===== src/rtl/des_sbox_engine.sv =====
// Iterative DES S-box substitution: evaluates LANES of the eight S-boxes per clock.
// Define DES_SBOX_OUT_PERM_EN to apply the DES P permutation to o_vector.
module des_sbox_engine #(
  parameter int LANES = 2
) (
  input  logic        i_clk,
  input  logic        i_rst,
  input  logic [47:0] i_vector,
  input  logic        i_valid,
  output logic        o_ready,
  output logic [31:0] o_vector,
  output logic        o_valid,
  input  logic        i_ready
);

  localparam int GROUPS = 8 / LANES;
  localparam int CNT_W  = (GROUPS > 1) ? $clog2(GROUPS) : 1;

  if (LANES != 1 && LANES != 2 && LANES != 4 && LANES != 8) begin : g_bad_lanes
    $error("des_sbox_engine: LANES must be 1, 2, 4 or 8");
  end

  // Each table is 64 nibbles, row-major (row = {b5,b0}, column = b[4:1]), first entry in the MSBs.
  localparam logic [255:0] SBOX_TBL [8] = '{
    256'hE4D12FB83A6C5907_0F74E2D1A6CB9538_41E8D62BFC973A50_FC8249175B3EA06D,
    256'hF18E6B34972DC05A_3D47F28EC01A69B5_0E7BA4D158C6932F_D8A13F42B67C05E9,
    256'hA09E63F51DC7B428_D709346A285ECBF1_D6498F30B12C5AE7_1AD069874FE3B52C,
    256'h7DE3069A1285BC4F_D8B56F03472C1AE9_A690CB7DF13E5284_3F06A1D8945BC72E,
    256'h2C417AB6853FD0E9_EB2C47D150FA3986_421BAD78F9C5630E_B8C71E2D6F09A453,
    256'hC1AF92680D34E75B_AF427C9561DE0B38_9EF528C3704A1DB6_432C95FABE17608D,
    256'h4B2EF08D3C975A61_D0B7491AE35C2F86_14BDC37EAF680592_6BD814A7950FE23C,
    256'hD2846FB1A93E50C7_1FD8A374C56B0E92_7B419CE206ADF358_21E74A8DFC90356B
  };

  function automatic logic [3:0] sbox_lookup(input logic [2:0] box, input logic [5:0] b);
    int idx;
    idx = int'({b[5], b[0], b[4:1]});
    return SBOX_TBL[box][255 - 4*idx -: 4];
  endfunction

  typedef enum logic [1:0] {IDLE, BUSY, DONE} state_t;

  state_t             state_q, state_d;
  logic [CNT_W-1:0]   cnt_q, cnt_d;
  logic [47:0]        in_q, in_d;
  logic [31:0]        res_q, res_d;
  logic [31:0]        out_q, out_d;
  logic               valid_q, valid_d;
  logic               ready_q, ready_d;

  logic [2:0]         box_sel  [LANES];
  logic [3:0]         lane_nib [LANES];
  logic [31:0]        res_merged;
  logic [31:0]        result_out;

  for (genvar gi = 0; gi < LANES; gi++) begin : g_lane
    logic [5:0] chunk;
    assign box_sel[gi]  = 3'(int'(cnt_q) * LANES + gi);
    assign chunk        = in_q[47 - 6*int'(box_sel[gi]) -: 6];
    assign lane_nib[gi] = sbox_lookup(box_sel[gi], chunk);
  end

  // Current group's nibbles overlaid on the partial result, so the last group feeds o_vector directly.
  always_comb begin
    res_merged = res_q;
    for (int l = 0; l < LANES; l++) begin
      res_merged[(7 - int'(box_sel[l]))*4 +: 4] = lane_nib[l];
    end
  end

`ifdef DES_SBOX_OUT_PERM_EN
  localparam int P_TBL [32] = '{16, 7, 20, 21, 29, 12, 28, 17, 1, 15, 23, 26, 5, 18, 31, 10,
                                2, 8, 24, 14, 32, 27, 3, 9, 19, 13, 30, 6, 22, 11, 4, 25};

  function automatic logic [31:0] p_perm(input logic [31:0] x);
    logic [31:0] y;
    for (int i = 0; i < 32; i++) begin
      y[31 - i] = x[32 - P_TBL[i]];
    end
    return y;
  endfunction

  assign result_out = p_perm(res_merged);
`else
  assign result_out = res_merged;
`endif

  always_comb begin
    state_d = state_q;
    cnt_d   = cnt_q;
    in_d    = in_q;
    res_d   = res_q;
    out_d   = out_q;
    valid_d = valid_q;
    case (state_q)
      IDLE: begin
        if (i_valid && ready_q) begin
          in_d    = i_vector;
          cnt_d   = '0;
          state_d = BUSY;
        end
      end
      BUSY: begin
        res_d = res_merged;
        if (cnt_q == CNT_W'(GROUPS - 1)) begin
          out_d   = result_out;
          valid_d = 1'b1;
          cnt_d   = '0;
          state_d = DONE;
        end else begin
          cnt_d = cnt_q + 1'b1;
        end
      end
      DONE: begin
        if (i_ready) begin
          valid_d = 1'b0;
          state_d = IDLE;
        end
      end
      default: state_d = IDLE;
    endcase
    ready_d = (state_d == IDLE);
  end

  always_ff @(posedge i_clk or posedge i_rst) begin
    if (i_rst) begin
      state_q <= IDLE;
      cnt_q   <= '0;
      in_q    <= '0;
      res_q   <= '0;
      out_q   <= '0;
      valid_q <= 1'b0;
      ready_q <= 1'b0;
    end else begin
      state_q <= state_d;
      cnt_q   <= cnt_d;
      in_q    <= in_d;
      res_q   <= res_d;
      out_q   <= out_d;
      valid_q <= valid_d;
      ready_q <= ready_d;
    end
  end

  assign o_ready  = ready_q;
  assign o_valid  = valid_q;
  assign o_vector = out_q;

endmodule


===== config.mk =====
export PLATFORM = sky130hd
export DESIGN_NAME = des_sbox_engine
export DESIGN_NICKNAME = d
export VERILOG_FILES = /design/src/rtl/des_sbox_engine.sv
export SDC_FILE = /design/constraint.sdc
export NUM_CORES = 1
export LEC_CHECK = 0
export CAP_MARGIN = 20
export CORE_ASPECT_RATIO = 1.25
export CORE_MARGIN = 2
export CORE_UTILIZATION = 54
export DETAILED_ROUTE_END_ITERATION = 10
export PLACE_DENSITY = 0.81
export SKIP_CTS_REPAIR_TIMING = 1
export SLEW_MARGIN = 30
export SYNTH_ARGS = -nofsm -noshare
export SYNTH_HDL_FRONTEND = slang
export SYNTH_SLANG_ARGS = --single-unit
export TNS_END_PERCENT = 10

===== constraint.sdc =====
create_clock -name i_clk -period 8.95 [get_ports i_clk]
set_input_delay 1.79 -clock i_clk [delete_from_list [all_inputs] [get_ports i_clk]]
set_output_delay 1.79 -clock i_clk [all_outputs]
set_load 0.01 [all_outputs]

==> Word level (Yosys, flattened, before mapping) <==
Memories as Yosys holds them, arrays and structs flattened.
Index checks and enable logic that the tools add are counted.
{ "word_totals": {"romBits": 4096, "in_bits": 52, "mem_count": 2, "register_bits": 118} }
{ "classes": {"n_reduce_logical": 9, "magnitude_cmp": 2, "muxes": 16, "bitwise": 2, "n_shift": 8, "multipliers": 2, "eq_ne": 6, "addsub": 10} }
{ "mem_list": {"columns": ["name", "words", "word_bits", "read_ports", "rd_clocked_by_memory_dff", "wr", "line_no", "text"], "rows": [
  ["(name not given)", 8, 256, 1, 0, 0, "38", "return SBOX_TBL[box][255 - 4*idx -: 4];"],
  ["(name not given)", 8, 256, 1, 0, 0, "38", null]
]} }
{ "op_table": {"columns": ["op", "n"], "rows": [
  ["$mux W256", 4],
  ["$shiftx A259 B9 Y4", 2],
  ["$shiftx A53 B7 Y6", 2],
  ["$neg A6 Y33", 2],
  ["$shift A4 B33 Y32 const A", 2],
  ["$shiftx A4 B33 Y32", 2],
  ["$bwmux W32", 2],
  ["$sub A8 B8 Y9 const A", 2],
  ["$sub A6 B6 Y7 const A", 2],
  ["$mux W2", 5],
  ["$ge A4 B4 Y1 const B", 2],
  ["$not A3 Y4", 2],
  ["$sub A3 B3 Y4 const A", 2],
  ["$ne A2 B2 Y1 const B", 3],
  ["$pmux W2 S3", 1],
  ["$reduce_and A2 Y1", 3],
  ["$mul A2 B3 Y5 const A", 1],
  ["$eq A2 B2 Y1 const B", 2],
  ["$logic_not A2 Y1", 2],
  ["$mul A2 B2 Y4 const A", 1],
  ["$pmux W2 S2", 1],
  ["$reduce_bool A2 Y1", 2],
  ["$add A3 B1 Y3 const B", 1],
  ["$reduce_and A3 Y1", 1],
  ["other kinds (5)", 6]
]} }

==> Logic depth before layout (Yosys ltp) <==
{ "depth": {"depth_word": 8, "mapped_depth": 21} }

==> Least setup slack after synthesis <==
OpenSTA, ideal clock, no wires.
{ "synth_path": {"path_type": "flip-flop to flip-flop", "startpoint": "register cnt_q[0]", "endpoint": "register out_q[7], in the netlist o_vector[7]", "slack_ns": 4.537, "setup_ns": 0.118, "arrival_ns": 4.294, "period_less_slack_ns": 4.413, "path_stages_with_launch": 20, "required_time_ns": 8.832, "cell_sequence": "dfrtp_1 > buf_6 > buf_6 > inv_2 > clkbuf_1 > ha_1 > mux2i_1 > o31ai_2 > nor3_4 > nor2_4 > inv_2 > buf_2 > ha_1 > a21oi_1 > a311oi_1 > o32ai_1 > o221ai_1 > a32oi_2 > nor2_2 > a21o_1"} }
{ "synth_between": {"elab_chain_cells": 8} }
{ "synth_lines": {"columns": ["element", "line_no", "text"], "rows": [
  ["from (decl)", "44", "logic [CNT_W-1:0] cnt_q, cnt_d;"],
  ["from (signal assigned)", "136", "cnt_q <= cnt_d;"],
  ["$add A3 B1 Y3 (tied with other cells)", "58", "assign box_sel[gi] = 3'(int'(cnt_q) * LANES + gi);"],
  ["$mul A2 B3 Y5 (tied with other cells)", "59", "assign chunk = in_q[47 - 6*int'(box_sel[gi]) -: 6];"],
  ["$sub A6 B6 Y7 (tied with other cells)", "59", null],
  ["$shiftx A53 B7 Y6 (tied with other cells)", "59", null],
  ["$sub A8 B8 Y9 (tied with other cells)", "38", null],
  ["$shiftx A259 B9 Y4 or $shiftx A4 B33 Y32 (tied branches)", "38, 67", null],
  ["$shiftx A4 B33 Y32 or $bwmux W32 (tied branches)", "67", "res_merged[(7 - int'(box_sel[l]))*4 +: 4] = lane_nib[l];"],
  ["$bwmux W32", "67", null],
  ["to (signal assigned)", "139", "out_q <= out_d;"],
  ["to (decl)", "47", "logic [31:0] out_q, out_d;"]
]} }
Several ways; a longest one is shown, not always the timed one. The select of a mux whose other input is x is not followed.
A chain may end at the register's enable or synchronous reset.

==> Worst setup path in the final report <==
{ "layout_path": {"startpoint": "register cnt_q[1]", "endpoint": "register out_q[7], in the netlist o_vector[7]"} }
Same word-level chain as after synthesis.

==> results.yml <==
status:
  status: "completed"
global_routing:
  grt_usage_pct: 35.4
  grt_overflow: 0
  antenna_found_initial: 0
  grt_pass1_wl_um: 52700
  grt_pass1_vias: 9533
  grt_max_degree: 62
cts:
  htreeDepth: 4
  cts_tree: "built"
  cts-root-buf: "clkbuf_16"
  cts-buffers-inserted: 17
  clock_latency_ns: 0.42
  clock_path_buffers: 2
  path_clk_slew_ns: 0.06
  clkSinkCount: 114
critical_path:
  endpoint_kind: "flop"
  cp_slowest_stage_delay_ns: 0.81
  cp_max_fo: 37
  cp_slowest_cell: "ha_2"
  crit_type: "flop to flop"
  ff2ff_path_depth: 16
  crit_arrival_ns: 6.37
  path_cells: "buf_4 -> clkinv_1 -> ha_2 -> mux2i_1 -> o31ai_2 -> nor3_4 -> nor2_4 -> inv_2 -> ha_1 -> a21oi_1 -> a311oi_1 -> o32ai_1 -> o221ai_1 -> a32oi_2 -> nor2_2 -> a21o_1"
  crit_start: "cnt_q[1]"
  cp-start-kind: "flop"
  rrSetupSlack_ns: 2.88
  rr_startpoint: "cnt_q[1]"
  worstReg2RegEnd: "o_vector[7]"
  worstPathRequired_ns: 9.26
route:
  drc: 0
  drt_pre_antenna_iters: 6
  drt_iter0_drc: 1746
  vias: 9891
  totalWireLength_um: 33200
  avgRoutedWirePerCell_um: 24.0
  vias_per_cell: 7.14
  antenna_left: 0
sta:
  period_minus_slack_ns: 6.07
  hold_viol_final: 0
  setup_tns_ns: 0
  slew_headroom_pct: 34.4
  finClkSkew_ns: 0.0135
  max_freq_ghz: 0.165
  slew_violations: 0
  setup_violations: 0
  worst_slew_pin_slew_ns: 0.983
  rsz0062_at_grt: "no"
  fin_crit_sh_pct: 67.8
synth:
  netlist_area_um2: 9590
  syn_area_per_cell_um2: 8.47
  syn_inst: 1133
  ys_ff_latch: 114
  synth_compound_area_share_pct: 31.5
  synth_top_family_by_area: "compound AO/OA/AOI/OAI gates"
  synthAdderAreaFrac_pct: 1.83
  synthArstFlopShare_pct: 100
  synth_warnings: 0
  synthMuxAreaShare_pct: 11.9
  ys.flop_type: "dfrtp_1"
  ys_seq_area_share_pct: 29.7
  ys_types: 101
  synth_edf_count: 0
  syn_nets: 1199
  synth-simple-area-share_pct: 17.7
  synth_xor_area_share_pct: 0.365
cells_and_area:
  nFillCells: 1511
  multi_input_area_um2: 6090
  final_cell_mix: "nand2_1, dfrtp_1, clkdlybuf4s50_1"
  num_antenna_cells: 0
  utilization_pct: 62.6
  area_growth_pct: 13.7
  layout-drive-gt1-share_pct: 14.5
  nNetsFinal: 1216
  ff_latch_area_um2: 2850
  layout_commonest_cell: "nand2_1"
hold_path:
  holdPathStages: 2
  hp-class: "flop to flop"
  worstHoldStart: "o_vector[10]"
  min_to: "o_vector[10]"
floorplan:
  dieArea_um2: 18900
  die_x_um: 123
  start_util_pct: 55.0
  dieHeight_um: 153
  pin_count: 86
  rows: 54
  coreArea_um2: 17400
flow_run:
  drv_cap: 0
placed_design:
  gp_congestion: 1.04
  port_buffers: 85
  dp_hpwl_um: 22200
critical path, delay by kind of cell, from the launching register on:
kind            cells  cell delay (ns)
mux                 1             0.22
flops               1             0.33
buf+inv             3             1.23
simple gates        3             0.81
fa+ha+maj           2             1.21
compound gates      7             2.12
flip-flops by register name, indices dropped and copies added (netlist names):
| name | flops |
|---|---|
| cnt_q | 2 |
| in_q | 48 |
| state_q | 2 |
| o_vector | 32 |
| o_valid | 1 |
| o_ready | 1 |
| res_q | 28 |
how the worst max path moves through the flow:
stage | endpoint | slack (ns) | cells after the start
finish | o_vector[7] | 2.88 | 16
global route | o_vector[7] | 2.38 | 16
CTS | o_vector[7] | 3.03 | 16
detailed placement | o_vector[7] | 3.03 | 16
global placement | o_vector[7] | 3.15 | 16
floorplan | cnt_q[0] | 4.14 | 1
synthesized netlist by cell type (7+ instances only):
cell type / n / area [um2]
nand2_1: 146 / 548
dfrtp_1: 114 / 2850
o21ai_0: 83 / 415
nor2_1: 77 / 289
a21oi_1: 75 / 375
mux2_2: 54 / 608
clkbuf_1: 44 / 165
nand3_1: 37 / 185
mux2i_1: 33 / 330
buf_2: 31 / 155
a31oi_1: 24 / 150
o21ai_1: 23 / 115
o211ai_1: 22 / 165
nor3_1: 21 / 105
o22ai_1: 17 / 106
buf_6: 16 / 180
ha_1: 14 / 175
a211oi_1: 13 / 97.6
a221oi_1: 13 / 114
a311oi_1: 13 / 114
nand4_1: 12 / 75.1
o221ai_1: 12 / 105
and3_1: 11 / 68.8
buf_4: 11 / 82.6
inv_1: 11 / 41.3
nand2b_1: 11 / 68.8
mux4_2: 9 / 203
o31ai_1: 8 / 60.1
o2111ai_1: 7 / 61.3
stage by stage:
step           instance area [um2]  cells  setup WS, ns  hold WS [ns]
2_1_floorplan                 9590   1133          4.14         0.441
3_3_place_gp                 10300   1353          3.15         0.455
3_5_place_dp                 10300   1353          3.03         0.466
4_1_cts                      10900   1384          3.03         0.479
5_1_grt                      10900   1386          2.38         0.507
6_report                     10900   1386          2.88         0.472
per-layer routing:
| layer | vias to the layer above | part of all wire (%) | GRT usage (%) |
|---|---|---|---|
| met4 | 0 | 6.1 | 20.6 |
| li1 | 4367 | - | - |
| met5 | - | 0 | 0 |
| met1 | 4592 | 37 | 44.7 |
| met2 | 760 | 46 | 54.9 |
| met3 | 172 | 10 | 8.21 |
cell type report:
type / instances / area share (%)
Multi-Input combinational cell: 895 / 55.8
Sequential cell: 114 / 26.2
Timing Repair Buffer: 106 / 9.47
Clock buffer: 21 / 4.13
Tap cell: 224 / 2.57
Clock inverter: 10 / 1.24
Inverter: 16 / 0.574
kinds of logic after synthesis:
family | count (synthesis)
fa+ha+maj | 14
compound gates | 421
mux | 96
simple gates | 360
flops | 114
buf+inv | 124
xor+xnor | 4
Power is not shown: default switching activity piles up to over one toggle a cycle in this logic, so the estimate is an artifact.
